`src/rtl/mem_req_arbiter.sv`:
```
// Shares the single SPI flash read engine between the instruction-fetch (if) and load/store (ls) ports.
// Optional feature: define ARB_ROUND_ROBIN_EN to break request ties round-robin instead of ls-first.
module mem_req_arbiter #(
  parameter int TIMEOUT_CYCLES = 1024
) (
  input  logic        clk,
  input  logic        rst_n,
  input  logic        if_req,
  input  logic [23:0] if_addr,
  output logic        if_valid,
  output logic [31:0] if_data,
  output logic        if_err,
  input  logic        ls_req,
  input  logic [23:0] ls_addr,
  output logic        ls_valid,
  output logic [31:0] ls_data,
  output logic        ls_err,
  output logic        mem_start,
  output logic [23:0] mem_addr,
  input  logic        mem_done,
  input  logic [31:0] mem_data,
  output logic        busy
);

  typedef enum logic [1:0] {
    S_IDLE    = 2'd0,
    S_BUSY    = 2'd1,
    S_DONE    = 2'd2,
    S_RELEASE = 2'd3
  } state_t;

  localparam logic        GRANT_IF = 1'b0;
  localparam logic        GRANT_LS = 1'b1;
  localparam logic [15:0] CNT_LAST = 16'(TIMEOUT_CYCLES - 1);
  localparam logic [15:0] CNT_MAX  = 16'hFFFF;

  state_t      state_q, state_d;
  logic        grant_q;
  logic [15:0] cnt_q;
  logic [23:0] addr_q;
  logic [31:0] if_data_q, ls_data_q;
  logic        if_err_q, ls_err_q;
  logic        any_req, pick_ls;
  logic        grant_load, finish, finish_err;

  assign any_req = if_req || ls_req;

  // grant_q only changes on a grant, so it doubles as the last-grant register.
`ifdef ARB_ROUND_ROBIN_EN
  assign pick_ls = ls_req && (!if_req || (grant_q == GRANT_IF));
`else
  assign pick_ls = ls_req;
`endif

  always_comb begin
    state_d    = state_q;
    grant_load = 1'b0;
    finish     = 1'b0;
    finish_err = 1'b0;
    case (state_q)
      S_IDLE: begin
        if (any_req) begin
          grant_load = 1'b1;
          state_d    = S_BUSY;
        end
      end
      S_BUSY: begin
        // A completion in the same cycle as the watchdog expiry is still a good read.
        if (mem_done) begin
          finish  = 1'b1;
          state_d = S_DONE;
        end else if (cnt_q == CNT_LAST) begin
          finish     = 1'b1;
          finish_err = 1'b1;
          state_d    = S_DONE;
        end
      end
      S_DONE:    state_d = S_RELEASE;
      S_RELEASE: begin
        if (!mem_done) state_d = S_IDLE;
      end
      default:   state_d = S_IDLE;
    endcase
  end

  always_ff @(posedge clk or negedge rst_n) begin
    if (!rst_n) begin
      state_q <= S_IDLE;
    end else begin
      state_q <= state_d;
    end
  end

  always_ff @(posedge clk or negedge rst_n) begin
    if (!rst_n) begin
      grant_q <= GRANT_IF;
      cnt_q   <= '0;
      addr_q  <= '0;
    end else if (grant_load) begin
      grant_q <= pick_ls;
      cnt_q   <= '0;
      addr_q  <= pick_ls ? ls_addr : if_addr;
    end else if ((state_q == S_BUSY) && (cnt_q != CNT_MAX)) begin
      cnt_q <= cnt_q + 16'd1;
    end
  end

  // Per-port result registers hold until that port's next completion.
  always_ff @(posedge clk or negedge rst_n) begin
    if (!rst_n) begin
      if_data_q <= '0;
      if_err_q  <= 1'b0;
      ls_data_q <= '0;
      ls_err_q  <= 1'b0;
    end else if (finish) begin
      if (grant_q == GRANT_LS) begin
        ls_data_q <= finish_err ? 32'd0 : mem_data;
        ls_err_q  <= finish_err;
      end else begin
        if_data_q <= finish_err ? 32'd0 : mem_data;
        if_err_q  <= finish_err;
      end
    end
  end

  assign busy      = (state_q != S_IDLE);
  assign mem_start = (state_q == S_BUSY);
  assign mem_addr  = addr_q;
  assign if_valid  = (state_q == S_DONE) && (grant_q == GRANT_IF);
  assign ls_valid  = (state_q == S_DONE) && (grant_q == GRANT_LS);
  assign if_data   = if_data_q;
  assign if_err    = if_err_q;
  assign ls_data   = ls_data_q;
  assign ls_err    = ls_err_q;

endmodule
```
`config.mk`:
```
export PLATFORM = sky130hd
export DESIGN_NAME = mem_req_arbiter
export DESIGN_NICKNAME = d
export VERILOG_FILES = /design/src/rtl/mem_req_arbiter.sv
export SDC_FILE = /design/constraint.sdc
export NUM_CORES = 1
export LEC_CHECK = 0
export CELL_PAD_IN_SITES_DETAIL_PLACEMENT = 1
export CELL_PAD_IN_SITES_GLOBAL_PLACEMENT = 1
export CORE_ASPECT_RATIO = 1.4
export CORE_MARGIN = 2
export CORE_UTILIZATION = 33
export CTS_CLUSTER_SIZE = 16
export DETAILED_ROUTE_END_ITERATION = 7
export GPL_TIMING_DRIVEN = 0
export PLACE_DENSITY = 0.76
export SETUP_SLACK_MARGIN = 0.02
export SYNTH_ARGS = -nofsm -noshare
export SYNTH_HDL_FRONTEND = slang
export SYNTH_SLANG_ARGS = --single-unit
```
`constraint.sdc`:
```
create_clock -name clk -period 2.2 [get_ports clk]
set_input_delay 0.44 -clock clk [delete_from_list [all_inputs] [get_ports clk]]
set_output_delay 0.44 -clock clk [all_outputs]
set_load 0.02 [all_outputs]
```
==> results of run 1 <==
==> cell usage after synthesis (2+ instances only) <==
master / count / share of area
nor2_1: 9 / 0.0074
o21ai_0: 28 / 0.031
and2_1: 2 / 0.0028
mux2i_1: 25 / 0.055
inv_1: 6 / 0.0050
a22o_1: 65 / 0.13
a211oi_1: 2 / 0.0033
or3_1: 4 / 0.0055
and3_1: 3 / 0.0041
nor4_1: 2 / 0.0028
nand4_1: 5 / 0.0069
o31ai_1: 6 / 0.0099
buf_1: 2 / 0.0017
ha_1: 6 / 0.017
clkbuf_1: 18 / 0.015
o41ai_2: 2 / 0.0072
dfrtp_1: 109 / 0.60
nor3_1: 3 / 0.0033
nand2_1: 36 / 0.030
a21oi_1: 11 / 0.012
a31oi_1: 2 / 0.0028
buf_2: 6 / 0.0066
and4_1: 3 / 0.0058
or4_1: 7 / 0.012
nand3_1: 7 / 0.0077
==> state kept, by name, indices dropped and copies added (netlist names) <==
signal,cells
cnt_q,16
mem_addr,24
state_q,2
ls_data,32
if_data,32
grant_q,1
ls_err,1
if_err,1
==> layout make-up <==
class / count / area [sq um] / share of cell area
tap: 182 / 228 / 0.0321
multi-input combinational: 239 / 1740 / 0.245
buffer: 26 / 156 / 0.0220
clock buffer: 9 / 225 / 0.0317
clock inverter: 7 / 87.6 / 0.0123
inverter: 6 / 22.5 / 0.00317
timing repair buffer: 190 / 1910 / 0.269
sequential: 109 / 2730 / 0.385
==> worst min-delay path by stage <==
stage,endpoint,startpoint,slack (ns)
final,mem_addr[23],rst_n,0.16
after global routing,mem_addr[23],rst_n,0.25
after CTS,mem_addr[0],rst_n,0.21
after detailed placement,mem_addr[16],mem_addr[16],0.47
after global placement,mem_addr[1],mem_addr[1],0.46
after floorplan,cnt_q[0],rst_n,0.14
==> per-layer routing <==
| layer | wire length, um | vias up |
|---|---|---|
| met1 | 5600 | 1992 |
| met5 | 0 | - |
| met3 | 1050 | 15 |
| met4 | 248 | 0 |
| li1 | - | 1819 |
| met2 | 7410 | 161 |
==> metrics by stage <==
step | cell area (sq um) | util | total power, uW
after floorplan | 4550 | - | 5500
after global placement | 6550 | 0.489 | 7700
after detailed placement | 6570 | 0.491 | 7850
after CTS | 6960 | 0.520 | 9700
after global routing | 7100 | 0.531 | 10300
final | 7100 | 0.531 | 9680
==> cells by family (layout without fill, tap and decap cells) <==
logic type | after synthesis | in the layout
xor+xnor | 1 | 1
flops | 109 | 109
simple gates | 84 | 84
fa+ha+maj | 6 | 6
buf+inv | 32 | 238
mux | 26 | 26
compound gates | 122 | 122
==> where the power goes <==
group	switching, uW	internal, uW
sequential	518	2820
combinational	2340	2270
clock	814	913
total	3680	6000
==> repair_timing <==
| item | in CTS | in global routing |
|---|---|---|
| cloned | 0 | 2 |
| resized for setup | 24 | 20 |
| setup buffers | 2 | 8 |
| endpoints found under the setup margin | 70 | 76 |
| hold buffers | 0 | 0 |
| pin swaps | 4 | 3 |
==> impl_metrics.ini, run 1 <==
[status]
status = finished with violations
violations = setup timing

[cts]
cts_tree = built
clockBufferDepth = 2
cts_max_level = 3
root_buffer = clkbuf_16
clk_pin_slew_ns = 0.08
clock-sinks = 109
cts-buffers-inserted = 9
clkLatencyLatePin_ns = 0.36

[sta]
setup_tns_ns = -2.42
rsz0062_at_grt = yes
hold_viol = 0
hold-worst-slack_ns = 0.164
period_needed_ns = 2.31
period_share = 1.05
drv_slew = 0
finalClockSkew_ns = 0.0117
setup_ws_ns = -0.106
fmax_ghz = 0.434
worst-slew-pin-transition_ns = 0.875
relSlewSlack = 0.416
setup_viol = 33

[yosys]
syn_area_per_cell_sq_um = 12.0
syn-cell-area_sq_um = 4540
synth_flop_cell = dfrtp_1
seq_area_frac_synth = 0.600
synthSimpleGateAreaFrac = 0.0928
synth_edf_count = 0
synth_xor_area_frac = 0.00193
syn_inst = 380
synth_top_family_by_area = compound AO/OA/AOI/OAI gates
synth_compound_area_frac = 0.203
synth-adder-area-share = 0.0165
ys_async_sr_fraction = 1.00
synthDistinctLibCells = 36
synth_mux_area_frac = 0.0576
syn_nets = 471
ys_seq_elements = 109
yosysWarnings = 0

[critical_path]
rrSetupSlack_ns = -0.11
end_kind = flip-flop
setup.worst_path.start_class = flip-flop
critical_path_buf_inv_count = 2
cp_cell_sequence = or4bb_4 > o41ai_4 > buf_4 > nand3_4 > buf_6 > a22o_1
slowest_delay_ns = 0.55
crit_path_start = cnt_q[13]
cp_top_family = simple AND/OR/NAND/NOR gates
r2r_end = ls_data[8]
cp.required_ns = 2.44
cp_slowest_cell = or4bb_4
r2r_start = cnt_q[13]
crit_arrival_ns = 2.55
reg2regPathDepth = 6
critical_path_depth = 6
path_max_fanout = 6
critPathKind = reg2reg
crit_end = ls_data[8]

[placement]
dp_hpwl_mm = 10.3
pre_cts_ws_ns = -0.368
io_buffers = 177
place_inst = 740
place.gp.congestion = 0.808

[die]
die_h_um = 143
die_w_um = 103
rows = 50
io_pins = 179
core-area_sq_um = 13400
die_area_sq_um = 14700
start_util = 0.339

[final_layout]
fill_cells = 1470
final_cells = 768
synthToLayoutAreaGrowth_pct = 56.4
layout_common_cells = clkdlybuf4s50_1 (172), dfrtp_1 (105), a22o_1 (65), nand2_1 (35), o21ai_0 (28)
drive_gt1_frac = 0.102
nets = 672
num_antenna_cells = 0
final_common_cell = clkdlybuf4s50_1

[route]
viasPerCell = 5.19
drt_pass1_iterations = 4
final_antenna_net_count = 0
num_vias = 3987
routed_wl_mm = 14.3
drc = 0
wl_per_cell_um = 18.6
drt_iter0_drc = 204

[global_routing]
busiest_layer = met2
grt_start_max_net_pins = 66
met1_usage = 0.228
met3_usage = 0.0538
antenna_found_initial = 0
overflow = 0
use_met2 = 0.343
grt_pass1_vias = 4272
grt_pass1_wl_mm = 22.5
grt_util_all_layers = 0.195

[run]
cap_violations = 0

[min_path]
hp-class = in2async

[power_and_ir_drop]
power.density_nw_per_um2 = 1360
ir_worst_vdd_mv = 0.498
leakagePower_uw = 0.00319
Note: power is estimated with default switching activity, not from simulation.
==> run 2: changes to the inputs <==
--- a/config.mk
+++ b/config.mk
@@ -14,6 +14,7 @@
 export DETAILED_ROUTE_END_ITERATION = 7
 export GPL_TIMING_DRIVEN = 0
 export PLACE_DENSITY = 0.76
+export RECOVER_POWER = 50
 export SETUP_SLACK_MARGIN = 0.02
 export SYNTH_ARGS = -nofsm -noshare
 export SYNTH_HDL_FRONTEND = slang
==> run 2 against run 1 <==
The flow finishes with violations (capacitance limit, slew limit, setup timing). Flip-flop and latch count did not move. Clock skew barely moved. Via count rose by 0.15%. Non-clock buffer count unchanged. Fmax decreased by 0.19%. Critical path depth unchanged. Setup slack got worse by 0.0044 ns. Combinational power fell by 2%. Sequential power barely moved. Critical endpoint unchanged. Largest cell class unchanged. Largest power group unchanged. Highest routed layer unchanged.
==> impl_metrics.ini, run 2 (synthesized netlist as in run 1, its figures left out) <==
[power_and_ir_drop]
leakagePower_uw = 0.00322
power.density_nw_per_um2 = 1360
power_uw = 9600
ir_worst_vdd_mv = 0.498

[global_routing]
met1_usage = 0.228
use_met2 = 0.343
antenna_found_initial = 0
grt_util_all_layers = 0.195
overflow = 0
grt_start_max_net_pins = 66
grt_pass1_wl_mm = 22.5
busiest_layer = met2
grt_pass1_vias = 4272
met3_usage = 0.0538

[critical_path]
cp.required_ns = 2.44
path_max_fanout = 6
end_kind = flip-flop
crit_arrival_ns = 2.55
rrSetupSlack_ns = -0.11
critPathKind = reg2reg
setup.worst_path.start_class = flip-flop

[route]
num_vias = 3993
wl_per_cell_um = 18.7
viasPerCell = 5.20
drc = 0
drt_pass1_iterations = 4
drt_iter0_drc = 218
routed_wl_mm = 14.3
final_antenna_net_count = 0

[status]
violations = capacitance limit, slew limit, setup timing
status = finished with violations

[final_layout]
drive_gt1_frac = 0.102
nets = 672
num_antenna_cells = 0
layout_common_cells = clkdlybuf4s50_1 (149), dfrtp_1 (105), a22o_1 (65), nand2_1 (35), o21ai_0 (28)
final_cells = 768
synthToLayoutAreaGrowth_pct = 55.9
fill_cells = 1472
final_common_cell = clkdlybuf4s50_1

[placement]
dp_hpwl_mm = 10.3
place_inst = 740
io_buffers = 177
place.gp.congestion = 0.808

[die]
die_h_um = 143
start_util = 0.339
die_area_sq_um = 14700
io_pins = 179
rows = 50
core-area_sq_um = 13400
die_w_um = 103

[cts]
cts_hold_buf = 0
root_buffer = clkbuf_16
clock-sinks = 109
clkLatencyLatePin_ns = 0.36
clockBufferDepth = 2
cts-buffers-inserted = 9
cts_max_level = 3
clk_pin_slew_ns = 0.08
cts_tree = built

[sta]
period_share = 1.05
drv_slew = 66
finalClockSkew_ns = 0.0117
relSlewSlack = -0.0931
period_needed_ns = 2.31
worst-slew-pin-transition_ns = 1.64
setup_viol = 33
setup_ws_ns = -0.110
rsz0062_at_grt = yes
hold_viol = 0
fmax_ghz = 0.433

[run]
cap_violations = 1

[min_path]
hp-class = in2async
## run 2: cell type report
class | count | area [sq um] | area share
Buffer | 26 | 156 | 0.0221
Sequential cell | 109 | 2730 | 0.386
Tap cell | 182 | 228 | 0.0322
Clock inverter | 7 | 87.6 | 0.0124
Timing Repair Buffer | 190 | 1890 | 0.267
Inverter | 6 | 22.5 | 0.00318
Multi-Input combinational cell | 239 | 1740 | 0.246
Clock buffer | 9 | 225 | 0.0318
## run 2: through the flow
stage / setup TNS (ns) / hold WS (ns) / area, sq um / worst slack, ns / util
floorplan: 0 / 0.144 / 4550 / 0.0672 / -
global placement: -375.76 / 0.461 / 6550 / -3.39 / 0.489
detailed placement: -11.90 / 0.471 / 6570 / -0.368 / 0.491
CTS: -0.0407 / 0.207 / 6960 / -0.0407 / 0.520
global route: -7.27 / 0.508 / 7080 / -0.168 / 0.529
finish: -2.52 / 0.468 / 7080 / -0.110 / 0.529
## run 2: timing repair
action	in CTS	in global routing
resized for setup	24	20
gates cloned	0	2
endpoints found under the setup margin	70	76
pin swaps	4	3
buffers inserted	2	8
## run 2: critical path: stages (launching register included)
cell and delay (ns):
dfrtp_2 0.45, or4bb_4 0.55, o41ai_4 0.43, buf_4 0.19
nand3_4 0.17, buf_6 0.20, a22o_1 0.20
## run 2: worst paths after layout
check | from | cells after the start | end
worst max-delay path | cnt_q[13] | 6 | ls_data[8]
max in group asynchronous | rst_n | 2 | cnt_q[9]
min in group clk | mem_addr[16] | 2 | mem_addr[16]
worst min-delay path | rst_n | 1 | mem_addr[23]
worst max register to register | cnt_q[13] | 6 | ls_data[8]
worst min register to register | mem_addr[16] | 2 | mem_addr[16]
## run 2: power breakdown
part           switching, uW  internal (uW)
clock                    814            913
combinational           2350           2190
sequential               511           2820
## run 2: layer usage
layer	up-vias	share of wire
met2	173	0.52
met5	-	0
li1	1823	-
met1	1980	0.39
met4	0	0.018
met3	17	0.074
==> run 3: changes to the inputs <==
--- a/config.mk
+++ b/config.mk
@@ -5,6 +5,7 @@
 export SDC_FILE = /design/constraint.sdc
 export NUM_CORES = 1
 export LEC_CHECK = 0
+export CAP_MARGIN = 20
 export CELL_PAD_IN_SITES_DETAIL_PLACEMENT = 1
 export CELL_PAD_IN_SITES_GLOBAL_PLACEMENT = 1
 export CORE_ASPECT_RATIO = 1.4
@@ -16,6 +17,7 @@
 export PLACE_DENSITY = 0.76
 export RECOVER_POWER = 50
 export SETUP_SLACK_MARGIN = 0.02
+export SLEW_MARGIN = 20
 export SYNTH_ARGS = -nofsm -noshare
 export SYNTH_HDL_FRONTEND = slang
 export SYNTH_SLANG_ARGS = --single-unit
==> run 3 against run 2 <==
Clock skew decreased by 0.0015 ns. Utilization increased by 0.065 points. Final cell count decreased by 0.26%. Worst hold slack improved by 0.0070 ns. Sequential share of layout area about the same. Largest cell class unchanged. The flow still finishes with violations (capacitance limit, slew limit, setup timing). Clock power about the same.
==> impl_metrics.ini, run 3 (synthesized netlist as in run 1, its figures left out) <==
[cts]
clock-sinks = 109
cts_tree = built
clk_pin_slew_ns = 0.07
root_buffer = clkbuf_16
clkLatencyLatePin_ns = 0.36
cts_max_level = 3
clockBufferDepth = 2
cts-buffers-inserted = 9

[global_routing]
antenna_found_initial = 0
grt_util_all_layers = 0.194
grt_pass1_wl_mm = 22.4
overflow = 0
grt_pass1_vias = 4278
grt_start_max_net_pins = 66

[sta]
setup_ws_ns = -0.0428
hold_viol = 0
fmax_ghz = 0.446
setup_viol = 33
setup_tns_ns = -0.849
period_share = 1.02
period_needed_ns = 2.24
worst-slew-pin-transition_ns = 1.66
relSlewSlack = -0.109
drv_slew = 65
rsz0062_at_grt = yes
finalClockSkew_ns = 0.0102

[final_layout]
drive_gt1_frac = 0.103
nets = 670
layout_common_cells = clkdlybuf4s50_1 (145), dfrtp_1 (105), a22o_1 (65), nand2_1 (35), o21ai_0 (28)
final_common_cell = clkdlybuf4s50_1
num_antenna_cells = 0
synthToLayoutAreaGrowth_pct = 56.1

[power_and_ir_drop]
p_comb_frac = 0.471
ir_worst_vdd_mv = 0.524
power_switching_share = 0.381
p_int_uw = 5910
power.density_nw_per_um2 = 1350
pwr-share-clk = 0.180
pwr-share-seq = 0.349
switchingPower_uw = 3640
leakagePower_uw = 0.00322

[die]
die_area_sq_um = 14700
die_h_um = 143
die_w_um = 103
rows = 50
core-area_sq_um = 13400
start_util = 0.339
io_pins = 179

[route]
num_vias = 3983
drt_pass1_iterations = 4
final_antenna_net_count = 0
wl_per_cell_um = 18.5
routed_wl_mm = 14.1
drc = 0
drt_iter0_drc = 229
viasPerCell = 5.20

[critical_path]
slowest_delay_ns = 0.57
cp.required_ns = 2.44
crit_arrival_ns = 2.48
critical_path_buf_inv_count = 2
cp_cell_sequence = or4bb_4 > o41ai_4 > buf_4 > nand3_4 > buf_8 > a22o_1
setup.worst_path.start_class = flip-flop
end_kind = flip-flop
cp_top_family = simple AND/OR/NAND/NOR gates
path_max_fanout = 6
cp_slowest_cell = or4bb_4
critPathKind = reg2reg

[placement]
dp_hpwl_mm = 10.3
pre_cts_ws_ns = -0.368
place.gp.congestion = 0.808
io_buffers = 177

[min_path]
hp-class = reg2reg

[status]
violations = capacitance limit, slew limit, setup timing
status = finished with violations

[run]
cap_violations = 1
## run 3: worst paths after layout
path / from / end / depth (start not counted) / slack (ns)
max in group asynchronous: rst_n / if_data[4] / 1 / 0.70
hold reg to reg: mem_addr[16] / mem_addr[16] / 2 / 0.47
setup reg to reg: cnt_q[8] / ls_data[1] / 6 / -0.04
setup / recovery: cnt_q[8] / ls_data[1] / 6 / -0.04
hold / removal: mem_addr[16] / mem_addr[16] / 2 / 0.47
min in group asynchronous: rst_n / mem_addr[23] / 1 / 0.50
## run 3: metal layers
layer  global-route usage  share of wire  up-vias
li1                     -              -     1821
met1                0.225           0.39     1989
met2                0.340           0.52      158
met3               0.0617          0.074       15
met4               0.0540          0.017        0
met5                    0              0        -
## run 3: worst reg2reg max path, cell delays in order (launching register included)
cell,delay (ns)
dfrtp_2,0.43
or4bb_4,0.57
o41ai_4,0.43
buf_4,0.19
nand3_4,0.14
buf_8,0.18
a22o_1,0.20
## run 3: layout make-up
type	instances	area, sq um
buffer	25	144
clock buffer	9	225
clock inverter	7	87.6
fill	1468	6300
inverter	6	22.5
multi-input combinational	239	1760
sequential	109	2730
tap	182	228
timing repair buffer	189	1890
## run 3: repair_timing
| action | in CTS | in global routing |
|---|---|---|
| pin swaps | 4 | 5 |
| setup buffers | 2 | 8 |
| hold buffers | 0 | 0 |
| endpoints found under the setup margin | 70 | 71 |
| cloned | 0 | 1 |
| gates resized for setup | 29 | 11 |
## run 3: metrics by stage
stage	hold WS (ns)	util	instances	total power [uW]	cell area [sq um]
global placement	0.461	0.489	739	7700	6550
detailed placement	0.470	0.491	740	7850	6580
CTS	0.0810	0.521	757	9700	6980
global route	0.508	0.530	766	10100	7090
floorplan	0.144	-	380	5500	4550
finish	0.475	0.530	766	9550	7090
## run 3: power by group through the flow
stage                     clock, uW  combinational (uW)  sequential [uW]
after floorplan                   0                1270             4220
after global placement            0                4370             3330
after detailed placement          0                4490             3360
after CTS                      1770                4590             3350
after global routing           1840                4860             3440
final                          1720                4500             3330
